### config.mk
export PLATFORM = sky130hd
export DESIGN_NAME = accesscode_correlator
export DESIGN_NICKNAME = d
export VERILOG_FILES = /design/src/rtl/bt_bb_pkg.sv /design/src/rtl/bt_popcount64.sv /design/src/rtl/accesscode_correlator.sv
export SDC_FILE = /design/constraint.sdc
export NUM_CORES = 1
export LEC_CHECK = 0
export CORE_MARGIN = 3
export CORE_UTILIZATION = 30
export DETAILED_ROUTE_END_ITERATION = 16
export DONT_BUFFER_PORTS = 1
export PLACE_DENSITY = 0.44
export SLEW_MARGIN = 20
export SYNTH_ARGS = -nofsm -noshare
export SYNTH_HDL_FRONTEND = slang
export SYNTH_SLANG_ARGS = --single-unit
### constraint.sdc
create_clock -name clk_6M -period 18.82 [get_ports clk_6M]
set_input_delay 0 -clock clk_6M [delete_from_list [all_inputs] [get_ports clk_6M]]
set_output_delay 0 -clock clk_6M [all_outputs]
set_load 0.05 [all_outputs]
### src/rtl/bt_bb_pkg.sv
// -----------------------------------------------------------------------------
// bt_bb_pkg
// Shared baseband definitions for the receive access-code correlator.
//   SYNC_W          : sync word length in bits
//   DEF_THRESH      : bit errors accepted when no threshold is programmed
//   corr_state_t    : correlator FSM states
//   exp_trailer_bit : expected first trailer bit for a given sync word LSB
// -----------------------------------------------------------------------------
package bt_bb_pkg;

    localparam int SYNC_W = 64;
    localparam logic [6:0] DEF_THRESH = 7'd7;

    typedef enum logic [1:0] {
        ST_IDLE   = 2'd0,
        ST_SEARCH = 2'd1,
        ST_TRAIL  = 2'd2,
        ST_DONE   = 2'd3
    } corr_state_t;

    // The trailer continues the alternating pattern, so its first bit is the
    // complement of the last sync bit.
    function automatic logic exp_trailer_bit(input logic sw0);
        return ~sw0;
    endfunction

endpackage

### src/rtl/bt_popcount64.sv
// -----------------------------------------------------------------------------
// bt_popcount64
// Combinational 64-bit population count. The parent registers the result.
//   vec : input vector
//   cnt : number of ones in vec (0..64)
// -----------------------------------------------------------------------------
module bt_popcount64
    import bt_bb_pkg::*;
(
    input  logic [SYNC_W-1:0] vec,
    output logic [6:0]        cnt
);

    always_comb begin
        cnt = '0;
        for (int i = 0; i < SYNC_W; i++) begin
            cnt = cnt + 7'(vec[i]);
        end
    end

endmodule

### src/rtl/accesscode_correlator.sv
// -----------------------------------------------------------------------------
// accesscode_correlator
// Receive access-code front end: slides a 64-bit window over rxbit (one sample
// per p_1us) and compares it against the selected sync word with a Hamming
// distance threshold. A match either starts the trailer/header chain
// (rx_trailer_st_p) or flags an ID packet (id_rcv_p).
//
// Ports:
//   clk_6M, rst                  : 6 MHz clock, synchronous active-high reset
//   p_1us, rxbit                 : bit sample strobe and demodulated bit
//   search_en                    : correlation window open
//   page/inquiry/conns/ps/mpr/spr: link state, selects sync word / packet type
//   regi_inquiryDIAC             : DIAC instead of GIAC while inquiring
//   regi_syncword_*              : expected sync words
//   regi_corr_thresh(_vld)       : programmed error threshold
//   rx_trailer_st_p              : trailer-start pulse, coincident with p_1us
//   id_rcv_p                     : ID packet received
//   sync_found                   : sync word accepted in current window
//   sync_miss_p                  : window closed without a match
//   corr_errors                  : error count of the accepted match
//   trailer_err_p                : first trailer bit wrong (only with
//                                  ACCESS_TRAILER_CHECK_EN, else tied 0)
//
// Build option: define ACCESS_TRAILER_CHECK_EN to inspect trailer bit 68.
// -----------------------------------------------------------------------------
module accesscode_correlator
    import bt_bb_pkg::*;
#(
    parameter int CNT_W = 7
)
(
    input  logic              clk_6M,
    input  logic              rst,
    input  logic              p_1us,
    input  logic              rxbit,
    input  logic              search_en,
    input  logic              page,
    input  logic              inquiry,
    input  logic              conns,
    input  logic              ps,
    input  logic              mpr,
    input  logic              spr,
    input  logic              regi_inquiryDIAC,
    input  logic [SYNC_W-1:0] regi_syncword_CAC,
    input  logic [SYNC_W-1:0] regi_syncword_DAC,
    input  logic [SYNC_W-1:0] regi_syncword_DIAC,
    input  logic [SYNC_W-1:0] regi_syncword_GIAC,
    input  logic [CNT_W-1:0]  regi_corr_thresh,
    input  logic              regi_corr_thresh_vld,
    output logic              rx_trailer_st_p,
    output logic              id_rcv_p,
    output logic              sync_found,
    output logic              sync_miss_p,
    output logic [CNT_W-1:0]  corr_errors,
    output logic              trailer_err_p
);

    corr_state_t       state;
    logic [SYNC_W-1:0] sr;
    logic [SYNC_W-1:0] syncword;
    logic [CNT_W-1:0]  fill;
    logic [CNT_W-1:0]  err;
    logic [CNT_W-1:0]  thresh;
    logic [6:0]        pc;
    logic [1:0]        tcnt;
    logic              tick_d;
    logic              err_vld;
    logic              id_q;
    logic              miss_q;
    logic              match;
    logic              id_type;
    logic              trail_fire;
    logic              trl_err;

    always_comb begin
        if (conns)
            syncword = regi_syncword_CAC;
        else if (page | ps | mpr | spr)
            syncword = regi_syncword_DAC;
        else if (regi_inquiryDIAC)
            syncword = regi_syncword_DIAC;
        else
            syncword = regi_syncword_GIAC;
    end

    assign thresh  = regi_corr_thresh_vld ? regi_corr_thresh : CNT_W'(DEF_THRESH);
    assign id_type = page | inquiry | spr;

    bt_popcount64 u_pc (
        .vec (sr ^ syncword),
        .cnt (pc)
    );

    // err/err_vld describe the window shifted in two clocks earlier; the
    // decision lands well before the next sample tick.
    assign match = (state == ST_SEARCH) && err_vld && (err <= thresh);

    // Second tick after the last sync bit samples trailer bit 69.
    assign trail_fire = (state == ST_TRAIL) && p_1us && (tcnt == 2'd1);

`ifdef ACCESS_TRAILER_CHECK_EN
    assign trl_err = (state == ST_TRAIL) && p_1us && (tcnt == 2'd0) &&
                     (rxbit != exp_trailer_bit(syncword[0]));
`else
    assign trl_err = 1'b0;
`endif

    // Pulses are masked during reset so nothing escapes in the reset cycle.
    assign rx_trailer_st_p = trail_fire & ~rst;
    assign trailer_err_p   = trl_err & ~rst;
    assign id_rcv_p        = id_q & ~rst;
    assign sync_miss_p     = miss_q & ~rst;

    always_ff @(posedge clk_6M) begin
        if (rst) begin
            state       <= ST_IDLE;
            sr          <= '0;
            fill        <= '0;
            err         <= '0;
            tick_d      <= 1'b0;
            err_vld     <= 1'b0;
            tcnt        <= '0;
            id_q        <= 1'b0;
            miss_q      <= 1'b0;
            sync_found  <= 1'b0;
            corr_errors <= '0;
        end else begin
            id_q    <= 1'b0;
            miss_q  <= 1'b0;
            tick_d  <= (state == ST_SEARCH) && p_1us;
            err_vld <= tick_d && (state == ST_SEARCH) && (fill == CNT_W'(SYNC_W));
            err     <= CNT_W'(pc);

            case (state)
                ST_IDLE: begin
                    if (search_en) begin
                        fill  <= '0;
                        state <= ST_SEARCH;
                    end
                end
                ST_SEARCH: begin
                    if (p_1us) begin
                        sr <= {sr[SYNC_W-2:0], rxbit};
                        if (fill != CNT_W'(SYNC_W))
                            fill <= fill + 1'b1;
                    end
                    // A match decided in the closing cycle still counts.
                    if (match) begin
                        sync_found  <= 1'b1;
                        corr_errors <= err;
                        if (id_type) begin
                            id_q  <= 1'b1;
                            state <= ST_DONE;
                        end else begin
                            tcnt  <= '0;
                            state <= ST_TRAIL;
                        end
                    end else if (!search_en) begin
                        miss_q <= 1'b1;
                        state  <= ST_IDLE;
                    end
                end
                ST_TRAIL: begin
                    // search_en is ignored here: the trailer pulse always issues.
                    if (trl_err) begin
                        sync_found <= 1'b0;
                        fill       <= '0;
                        state      <= ST_SEARCH;
                    end else if (p_1us) begin
                        tcnt <= tcnt + 1'b1;
                        if (tcnt == 2'd1)
                            state <= ST_DONE;
                    end
                end
                ST_DONE: begin
                    if (!search_en) begin
                        sync_found <= 1'b0;
                        state      <= ST_IDLE;
                    end
                end
                default: state <= ST_IDLE;
            endcase
        end
    end

endmodule

==> flow_metrics.env <==
export IMPL_status="complete, no violations"
export IMPL_ys_flop_type="dfxtp_1"
export IMPL_portBuffers=0
export IMPL_fp_dieW_um=165.9
export IMPL_cts_buffer_depth=2
export IMPL_synth_area_per_cell_sq_um=8.077
export IMPL_grt_usage=0.1678
export IMPL_r2r_slack_ns=12.41
export IMPL_dp_hpwl_um=18540
export IMPL_dpl_worst_slack_ns=10.85
export IMPL_cp_slowest_cell="buf_4"
export IMPL_dieHeight_um=165.9
export IMPL_p_sw_w=0.0008408
export IMPL_hold_depth=2
export IMPL_synthMuxAreaShare=0.09392
export IMPL_hold_start="rst"
export IMPL_dieArea_sq_um=27530
export IMPL_synth_edf_count=0
export IMPL_min_period_ns=7.651
export IMPL_clockPowerShare=0.101
export IMPL_synthesis_nets=1306
export IMPL_worstHoldPathType="in -> reg"
export IMPL_core_area_sq_um=24750
export IMPL_crit_required_ns=19.08
export IMPL_worst_slack_ns=11.17
export IMPL_synth_xor_area_frac=0.07875
export IMPL_pin_count=288
export IMPL_endpoint_kind="flop"
export IMPL_power_density_nw_per_um2=223.4
export IMPL_drtIter0Drc=318
export IMPL_synth_top_family_by_area="adder cells"
export IMPL_rsz0062_at_grt="false"
export IMPL_max_stage_delay_ns=0.75
export IMPL_reg2reg_to="err[6]"
export IMPL_final_antenna_net_count=0
export IMPL_grt_pass1_wl_um=36310
export IMPL_via_per_inst=4.970
export IMPL_wire_per_inst_um=18.98
export IMPL_root_buffer="clkbuf_16"
export IMPL_syn_inst=950
export IMPL_start_util=0.3101
export IMPL_ys_seq_area_frac=0.2452
export IMPL_grt_overflow=0
export IMPL_fmax_ghz=0.1307
export IMPL_yosysUniqueCellTypes=42
export IMPL_grt_start_max_net_pins=129
export IMPL_firstDrtPassIters=5
export IMPL_rr_worst_depth=20
export IMPL_synth_seq_cells=94
export IMPL_irDropWorstVdd_mv=0.2887
export IMPL_drcViolationCount=0
export IMPL_drt_wl_total_um=23480
export IMPL_cts_num_sinks=94
export IMPL_yosys_area_share_simple=0.1484
export IMPL_tightest_slew_ns=0.9627
export IMPL_internal_power_w=0.0009896
export IMPL_synth_compound_area_frac=0.1792
export IMPL_fin_tns_setup_ns=0
export IMPL_rr_startpoint="sr[46]"
export IMPL_syn2layout_area_growth_pct=6.750
export IMPL_setup_violations=0
export IMPL_clk_pin_slew_ns=0.07
export IMPL_insertion_delay_ns=0.36
export IMPL_antenna_found_initial=0
export IMPL_synthAdderAreaFrac=0.1833
export IMPL_postCtsSetupRepairBufs=0
export IMPL_drive_above_1_share=0.02519
export IMPL_n_antenna_cell=0
export IMPL_netlist_area_sq_um=7674
export IMPL_vias=6148
export IMPL_slew_headroom=0.3569
export IMPL_leakagePower_nw=3.120
export IMPL_crit_top_cell="fa_1"
export IMPL_htree_levels=3
export IMPL_place_gp_congestion=0.8455
export IMPL_crit_chain="nor4_4 > buf_4 > buf_4 > nor2_1 > a211oi_1 > a21oi_1 > xor2_1 > fa_1 > inv_1 > fa_1 > fa_1 > fa_1 > fa_1 > fa_1 > inv_1 > fa_1 > fa_1 > fa_1 > fa_1 > nor2b_1 > o21ai_0 > nand2b_1 > a211oi_1 > nor3_1"
export IMPL_hold_end="corr_errors[2]"
export IMPL_tritoncts="done"
export IMPL_crit_path_start_kind="primary input"
export IMPL_period_share=0.4065
export IMPL_combPwrFrac=0.775
export IMPL_finClkSkew_ns=0.01500
export IMPL_drv_cap=0
export IMPL_synth_warnings=0
export IMPL_criticalPathCategory="in -> reg"
export IMPL_slew_violations=0
export IMPL_hold_viol_final=0
export IMPL_swShare=0.4593
export IMPL_final_core_util=0.3310
export IMPL_crit_fanout=98
export IMPL_nets=1264
export IMPL_cts_buffers_inserted=9
export IMPL_p_seq_frac=0.124
export IMPL_critPathArrivalTime_ns=7.92
export IMPL_rows=57
export IMPL_grt_pass1_vias=6212
export IMPL_async_reset_ff_frac=0
==> state kept, by name, indices dropped and copies added (netlist names) <==
register	flops
id_q	1
tcnt	2
corr_errors	7
tick_d	1
state	2
err	7
sync_found	1
miss_q	1
sr	64
fill	7
err_vld	1
==> Yosys cell counts, types with 2 or more instances <==
| cell type | n | area [sq um] |
|---|---|---|
| nand2_1 | 146 | 548.0 |
| a21oi_1 | 138 | 690.7 |
| dfxtp_1 | 94 | 1882 |
| nor2_1 | 84 | 315.3 |
| mux2i_1 | 72 | 720.7 |
| a211oi_1 | 66 | 495.5 |
| inv_1 | 63 | 236.5 |
| fa_1 | 54 | 1081 |
| xor2_1 | 39 | 341.6 |
| xnor2_1 | 30 | 262.8 |
| clkbuf_1 | 27 | 101.4 |
| ha_1 | 26 | 325.3 |
| buf_2 | 23 | 115.1 |
| nor2b_1 | 11 | 68.82 |
| o21ai_0 | 11 | 55.05 |
| buf_4 | 10 | 75.07 |
| nor3_1 | 10 | 50.05 |
| nand2b_1 | 6 | 37.54 |
| a31oi_1 | 4 | 25.02 |
| buf_1 | 4 | 15.01 |
| nor4_1 | 3 | 18.77 |
| o21a_1 | 3 | 22.52 |
| and4_1 | 2 | 17.52 |
| nand3_1 | 2 | 10.01 |
| nand4_1 | 2 | 12.51 |
| o2111ai_1 | 2 | 17.52 |
| o21ai_1 | 2 | 10.01 |
| or3_1 | 2 | 12.51 |
==> power by group through the flow <==
stage,Sequential (W),Combinational [W],Clock (W)
floorplan,0.000228,0.00120,0
global placement,0.000231,0.00145,0
detailed placement,0.000231,0.00144,0
CTS,0.000227,0.00145,0.000191
global route,0.000227,0.00168,0.000199
finish,0.000226,0.00142,0.000185
==> cell type report <==
| class | count | area, sq um |
|---|---|---|
| clock buffers | 11 | 232.7 |
| clock inverters | 5 | 58.81 |
| well taps | 324 | 405.4 |
| flip-flops and latches | 94 | 1882 |
| fillers | 2624 | 16560 |
| multi-input cells | 729 | 5261 |
| inverters | 63 | 236.5 |
| repair buffers | 11 | 115.1 |
==> stage by stage <==
stage	total power [W]	hold WS (ns)	instances	instance area (sq um)
after floorplan	0.001424	0.07851	950	7674
after global placement	0.001677	0.08197	1215	7823
after detailed placement	0.001667	0.08558	1215	7823
after CTS	0.001872	0.01546	1237	8192
after global routing	0.002103	0.04306	1237	8192
final	0.001830	0.009920	1237	8192
==> metal layers <==
metal  track usage  part of all wire  up-vias  wire length [um]
li1              -                 -     3114                 -
met1        0.2233              0.45     2823             10660
met2        0.2831              0.48      196             11300
met3       0.04070             0.058       15              1358
met4       0.02604            0.0071        0               166
met5             0                 0        -                 0
==> critical path: cells and delay by family <==
| kind | cells | cell delay, ns |
|---|---|---|
| buffers and inverters | 4 | 1.18 |
| AOI/OAI and AO/OA | 4 | 0.84 |
| and+or+nand+nor | 5 | 0.79 |
| xor gates and xnor gates | 1 | 0.20 |
| adders and majority gates | 10 | 4.82 |
==> logic make-up (layout without fill, tap and decap cells) <==
family	after synthesis	count (layout)
flip-flops	94	94
buffers and inverters	127	90
other	1	1
AO/OA/AOI/OAI	233	233
adder cells (fa/ha/maj)	80	80
multiplexers	72	72
AND/OR/NAND/NOR	274	274
XOR/XNOR	69	69
==> worst max-delay path by stage <==
stage	start	to	slack, ns	depth (start not counted)
after global placement	ps	err[6]	10.95	24
after global routing	ps	err[6]	10.68	24
after CTS	ps	err[6]	11.18	24
final	ps	err[6]	11.17	24
after floorplan	ps	err[6]	12.12	26
after detailed placement	ps	err[6]	10.85	24
==> placed cells by master (no fill, tap or decap), types with 3 or more instances in the layout <==
master,netlist,final
a211oi_1,66,66
a21oi_1,138,138
a31oi_1,4,4
buf_4,10,5
clkbuf_16,0,9
dfxtp_1,94,94
dlygate4sd3_1,0,5
fa_1,54,54
ha_1,26,26
inv_1,63,63
mux2i_1,72,72
nand2_1,146,145
nand2b_1,6,6
nor2_1,84,84
nor2b_1,11,11
nor3_1,10,10
nor4_1,3,3
o21a_1,3,3
o21ai_0,11,11
xnor2_1,30,30
xor2_1,39,39
==> what timing repair did <==
| action | in CTS | in global routing |
|---|---|---|
| hold buffers | 6 | 0 |
| hold endpoints to repair | 89 | 0 |
| resized for setup | 0 | 0 |
Power figures use the tool's default switching activity.
